==> config.mk <==
export PLATFORM = sky130hd
export DESIGN_NAME = fetch_stage
export DESIGN_NICKNAME = d
export VERILOG_FILES = /design/src/rtl/cpu_pkg.sv /design/src/rtl/fetch_stage.sv
export SDC_FILE = /design/constraint.sdc
export NUM_CORES = 1
export LEC_CHECK = 0
export ABC_CLOCK_PERIOD_IN_PS = 1600
export CAP_MARGIN = 20
export CORE_UTILIZATION = 38
export CTS_CLUSTER_DIAMETER = 30
export DETAILED_ROUTE_END_ITERATION = 8
export GPL_TIMING_DRIVEN = 1
export PLACE_DENSITY = 0.75
export SLEW_MARGIN = 5
export SYNTH_ARGS = -nofsm -noshare
export SYNTH_HDL_FRONTEND = slang
export SYNTH_SLANG_ARGS = --single-unit
==> constraint.sdc <==
create_clock -name clk -period 1.6 [get_ports clk]
set_clock_uncertainty 0.1 [all_clocks]
set_input_delay 0.16 -clock clk [delete_from_list [all_inputs] [get_ports clk]]
set_output_delay 0.16 -clock clk [all_outputs]
set_load 0.02 [all_outputs]
==> src/rtl/cpu_pkg.sv <==
// Shared definitions for the 8-bit pipeline: NOP opcode, fetch FSM states and
// the instruction-length decode used by fetch, decode and hazard wiring.
package cpu_pkg;

    localparam logic [7:0] NOP_OPC = 8'h00;

    typedef enum logic [0:0] {
        S_OP  = 1'b0,
        S_IMM = 1'b1
    } fetch_state_e;

    // LDM/LDD/STD occupy the 0xC_ row and carry one immediate byte
    function automatic logic is_two_byte(input logic [7:0] op);
        return (op[7:4] == 4'hC);
    endfunction

endpackage

==> src/rtl/fetch_stage.sv <==
// Fetch stage: PC select (RET > branch > immediate > stall > sequential) and the
// IF/ID register that assembles 2-byte instructions into instr_D/imm_D.
module fetch_stage
    import cpu_pkg::*;
#(
    parameter int unsigned       ADDR_W    = 8,
    parameter int unsigned       DATA_W    = 8,
    parameter logic [ADDR_W-1:0] RESET_VEC = 8'h00
) (
    input  logic              clk,
    input  logic              rst_n,
    input  logic              stall_F,
    input  logic              stall_D,
    input  logic              flush_D,
    input  logic              branch_taken_E,
    input  logic [ADDR_W-1:0] branch_target_E,
    input  logic              ret_valid_M,
    input  logic [ADDR_W-1:0] ret_pc_M,
    output logic [ADDR_W-1:0] imem_addr,
    input  logic [DATA_W-1:0] imem_rdata,
    output logic [DATA_W-1:0] instr_D,
    output logic [DATA_W-1:0] imm_D,
    output logic [ADDR_W-1:0] pc_plus1_D,
    output logic              valid_D,
    output logic              is_2byte_D
);

    logic [ADDR_W-1:0] r_pc;
    logic [ADDR_W-1:0] w_pc_inc;
    logic [ADDR_W-1:0] w_pc_next;
    logic [DATA_W-1:0] r_instr;
    logic [DATA_W-1:0] r_imm;
    logic [ADDR_W-1:0] r_pc_plus1;
    logic              r_valid;
    fetch_state_e      r_state;

    assign w_pc_inc = r_pc + {{(ADDR_W-1){1'b0}}, 1'b1};

    // Next-PC mux; an immediate fetch must advance even while stall_F is low
    always_comb begin
        w_pc_next = r_pc;
        if (ret_valid_M) begin
            w_pc_next = ret_pc_M;
        end else if (branch_taken_E) begin
            w_pc_next = branch_target_E;
        end else if (r_state == S_IMM) begin
            w_pc_next = w_pc_inc;
        end else if (!stall_F) begin
            w_pc_next = r_pc;
        end else begin
            w_pc_next = w_pc_inc;
        end
    end

    // Program counter
    always_ff @(posedge clk or negedge rst_n) begin
        if (!rst_n) begin
            r_pc <= RESET_VEC;
        end else begin
            r_pc <= w_pc_next;
        end
    end

    // IF/ID register and opcode/immediate FSM
    always_ff @(posedge clk or negedge rst_n) begin
        if (!rst_n) begin
            r_instr    <= DATA_W'(NOP_OPC);
            r_imm      <= {DATA_W{1'b0}};
            r_pc_plus1 <= {ADDR_W{1'b0}};
            r_valid    <= 1'b0;
            r_state    <= S_OP;
        end else if (flush_D) begin
            r_instr <= DATA_W'(NOP_OPC);
            r_imm   <= {DATA_W{1'b0}};
            r_valid <= 1'b0;
            r_state <= S_OP;
        end else if (r_state == S_IMM) begin
            r_imm      <= imem_rdata;
            r_pc_plus1 <= w_pc_inc;
            r_state    <= S_OP;
        end else if (!stall_D) begin
            r_state <= r_state;
        end else begin
            r_instr    <= imem_rdata;
            r_imm      <= {DATA_W{1'b0}};
            r_pc_plus1 <= w_pc_inc;
            r_valid    <= 1'b1;
            r_state    <= is_two_byte(imem_rdata) ? S_IMM : S_OP;
        end
    end

    assign imem_addr  = r_pc;
    assign instr_D    = r_instr;
    assign imm_D      = r_imm;
    assign pc_plus1_D = r_pc_plus1;
    assign valid_D    = r_valid;
    assign is_2byte_D = (r_state == S_IMM);

endmodule

Word-level counts from Yosys, hierarchy flattened
Index checks and enable logic that the tools add are counted.

storage, ports and cells
  register bits = 34
  input port bits = 31
  output and inout port bits = 34

cells by class
  add/sub/neg operators = 1
  equality and inequality tests = 2
  multiplexer cells = 19
  bitwise logic cells = 1
  reduce and logical (&&, ||, !) cells = 6

operator list
  operator             number
  $mux 8               12
  $add 8x1->8 const B  1
  $mux 1               7
  $eq 4x4->1 const B   1
  $reduce_and 2->1     2
  $reduce_bool 2->1    2
  $reduce_bool 4->1    1
  $reduce_bool 3->1    1
  $ne 2x2->1 const B   1
  $not 1->1            1

Depth between registers and ports, before layout
  depth after elaboration = 5
  depth in mapped cells = 6

Least setup slack after synthesis
Ideal clock, no wire load.

  path type = reg2reg
  start = reg r_pc[0], in the netlist imem_addr[0]
  end = reg r_pc[6], in the netlist imem_addr[6]
  library setup time = 0.144 ns
  arrival time = 1.347 ns
  data required time = 1.356 ns
  slack = 0.009 ns
  cell stages (with the launch flop) = 6
  buffers on the path = 0
  cells stage by stage = dfrtp_1 > ha_1 > nand3_1 > nor3_2 > xnor2_1 > o221ai_1

between the ends
  longest elaborated chain between the ends = 5

RTL lines
  what                    RTL line           source
  start, declared         fetch_stage.sv:28  logic [ADDR_W-1:0] r_pc;
  start signal, assigned  fetch_stage.sv:60  r_pc <= w_pc_next;
  $add 8x1->8 (*)         fetch_stage.sv:37  assign w_pc_inc = r_pc + {{(ADDR_W-1){1'b0}}, 1'b1};
  $mux 8                  fetch_stage.sv:48  end else if (!stall_F) begin
  $mux 8 (*)              fetch_stage.sv:46  end else if (r_state == S_IMM) begin
  $mux 8 (*)              fetch_stage.sv:44  end else if (branch_taken_E) begin
  $mux 8 (*)              fetch_stage.sv:42  if (ret_valid_M) begin

Mark *: on every way between the ends. The rest lies on a longest branch, timed or not. The select of a mux whose other input is x is not followed.
A chain may end at the register's enable or synchronous reset.

Worst setup path in the final report
Ends and elaborated chain as after synthesis.

==> impl_metrics.ini <==
[sta]
period_share_pct = 96.2
setup_ws_ps = 60.9
maxSlewHeadroom_pct = 71.6
layout_min_cycle_time_ps = 1540
hold_violations = 0
rsz0062_at_grt = no
setup_viol = 0
slew_viol_final = 0
tightest_slew_ps = 425
fmax_ghz = 0.650

[setup_path]
critical_path_class = reg -> reg
ff2ff_path_depth = 5
cp_data_required_time_ps = 1650
critPathMaxFanout = 4
r2r-end = imem_addr[6]
reg2reg_slack_ps = 60
worstSetupStartpointType = flop
crit_arrival_ps = 1590
endpoint_kind = flop
worstReg2RegStart = imem_addr[0]

[pwr]
switchingPower_uw = 653
leakagePower_uw = 0.00111
power_frac_seq_pct = 39.6
netSwitchingFraction_pct = 26.1
pwr-share-clk_pct = 37.6
power.density_mw_per_mm2 = 991
p_int_uw = 1850
p_comb_share_pct = 22.8
ir_drop_uv = 498

[global_route]
grt_usage_pct = 19.8
overflow = 0
grt_pass1_vias = 1381
antenna_found_initial = 0
grt_max_degree = 35
grt_pass1_wl_um = 6420

[synthesis]
synth_async_sr_flop_share_pct = 100
synth_most_common_cell = dfrtp_1
synth_top_flop_cell = dfrtp_1
yosysTopAreaCell = dfrtp_1
ys_types = 34
avgSynthCellArea_um2 = 9.81
synth_edf_count = 0
ys_ff_latch = 34
seq_area_frac_synth_pct = 53.9
yosysWarnings = 0
netlist.area_leader.share_pct = 53.9
synth_common_cells = 34 x dfrtp_1, 30 x nand2_1, 14 x nor2_1, 10 x a22oi_1, 9 x a21oi_1
syn_nets = 193
syn_area_mm2 = 0.00158
syn_inst = 161
synthTopCellsByArea = dfrtp_1 54%, nand2_1 7.1%, a22oi_1 4.8%

[place]
dp.final_hpwl_um = 3020
place_area_mm2 = 0.00237
placed_cells = 284
place_congestion = 0.878
io_buffers = 64
pre_cts_ws_ps = -32.7

[die]
core-area_mm2 = 0.00400
fp.dieW_um = 66.5
fp.dieH_um = 66.5
io_pins = 65
initial_utilization_pct = 39.5
die_area_mm2 = 0.00442
rows = 23

[cts]
path_clk_slew_ps = 70
cts_max_level = 2
cts.sinks = 34
cts_tree = built
hold_buffers = 0
root_buffer = clkbuf_8
numCtsBuffers = 5
clkLatencyLatePin_ps = 280
clock_path_buffers = 2

[final_layout]
fin_area_mm2 = 0.00253
area_growth_syn_to_layout_pct = 60.0
drive_gt1_share_pct = 15.2
fin_cells = 294
final_util_pct = 63.2
fin_nets = 275
insertedDiodeCount = 0

[detailed_routing]
vias = 1432
drtPass1Iterations = 5
drc = 0
drt_iter0_markers = 76
drt_wl_total_um = 4110
avgViaCountPerCell = 4.87
wire_per_inst_um = 14.0
ant_nets = 0

[run]
drv_cap = 0

[hold_path]
hp-class = in -> async

[run_status]
status = complete, no violations
area by class of cell:
| cell class | instances | area, µm² |
|---|---|---|
| clock buffers | 5 | 68.8 |
| clock inverters | 3 | 68.8 |
| fillers | 345 | 1470 |
| inverters | 2 | 7.51 |
| multi-input cells | 116 | 683 |
| flip-flops and latches | 34 | 852 |
| well taps | 50 | 62.6 |
| repair buffers | 84 | 783 |
per-layer routing:
layer | vias up | GRT usage (%) | share of wire (%)
met4 | 0 | 6.91 | 1.5
met2 | 34 | 35.1 | 52
met1 | 681 | 23.4 | 43
met5 | - | 0 | 0
li1 | 711 | - | -
met3 | 6 | 4.28 | 2.9
worst max-delay path, cell delays in order (launching register included):
cell,delay [ps]
dfrtp_1,400
ha_1,230
nand3_2,140
nor3_2,220
xnor2_1,160
o221ai_1,150
state kept, by name, indices dropped and copies added, names as in the netlist:
signal and count:
instr_D 8, valid_D 1, pc_plus1_D 8, is_2byte_D 1, imem_addr 8, imm_D 8
kinds of logic (layout without fill, tap and decap cells):
family	count (synthesis)	count (layout)	synth area share [%]
AND/OR/NAND/NOR	60	60	17.4
buffers and inverters	11	94	3.17
flip-flops	34	34	53.9
multiplexers	5	5	3.41
AO/OA/AOI/OAI	39	39	15.2
adder cells (fa/ha/maj)	1	1	0.792
XOR/XNOR	11	11	6.10
cells in the final DEF (no fill, tap or decap), types with 2 or more instances in the layout:
cell / Yosys / final
dfrtp_1: 34 / 33
mux2i_1: 2 / 2
clkbuf_8: 0 / 5
mux2_2: 2 / 2
bufinv_16: 0 / 2
xor2_1: 3 / 3
xnor2_1: 8 / 8
o21ai_0: 6 / 6
nor2b_1: 2 / 2
a22oi_1: 10 / 10
clkdlybuf4s50_1: 0 / 55
o21ai_1: 8 / 8
nand3_2: 1 / 2
inv_1: 2 / 2
dlygate4sd2_1: 0 / 8
nor3_1: 2 / 2
a21oi_1: 9 / 9
o22a_1: 2 / 2
a22o_1: 2 / 2
nor2_1: 14 / 14
buf_4: 1 / 20
nand2_1: 30 / 30
through the flow:
| step | power (µW) | hold slack, ps | setup TNS (ps) |
|---|---|---|---|
| 4_1_cts | 2520 | 192 | 0 |
| 3_5_place_dp | 1580 | 374 | -59.2 |
| 3_3_place_gp | 1570 | 368 | -13.0 |
| 2_1_floorplan | 1260 | -236 | 0 |
| 5_1_grt | 2630 | 212 | 0 |
| 6_report | 2500 | 178 | 0 |
worst max path at each step:
| stage | endpoint | slack (ps) | start | cells past startpoint |
|---|---|---|---|---|
| after CTS | imem_addr[7] | 30 | imem_addr[7] | 1 |
| after detailed placement | imem_addr[3] | -30 | stall_F | 5 |
| final | imem_addr[6] | 60 | imem_addr[0] | 5 |
| after global placement | imem_addr[3] | -10 | stall_F | 5 |
| after global routing | imem_addr[6] | 10 | imem_addr[0] | 5 |
| after floorplan | imem_addr[6] | 9 | imem_addr[0] | 5 |
power groups by stage:
| stage | Clock (µW) | Sequential, µW | Combinational, µW |
|---|---|---|---|
| 2_1_floorplan | 0 | 1100 | 160 |
| 3_3_place_gp | 0 | 1010 | 558 |
| 3_5_place_dp | 0 | 1010 | 570 |
| 4_1_cts | 952 | 992 | 573 |
| 5_1_grt | 1010 | 1000 | 616 |
| 6_report | 940 | 992 | 571 |
what timing repair did:
| action | in CTS | in global routing |
|---|---|---|
| setup endpoints to repair | 9 | 2 |
| setup buffers | 2 | 0 |
| resized for setup | 9 | 2 |
(Power assumes the default switching activity.)
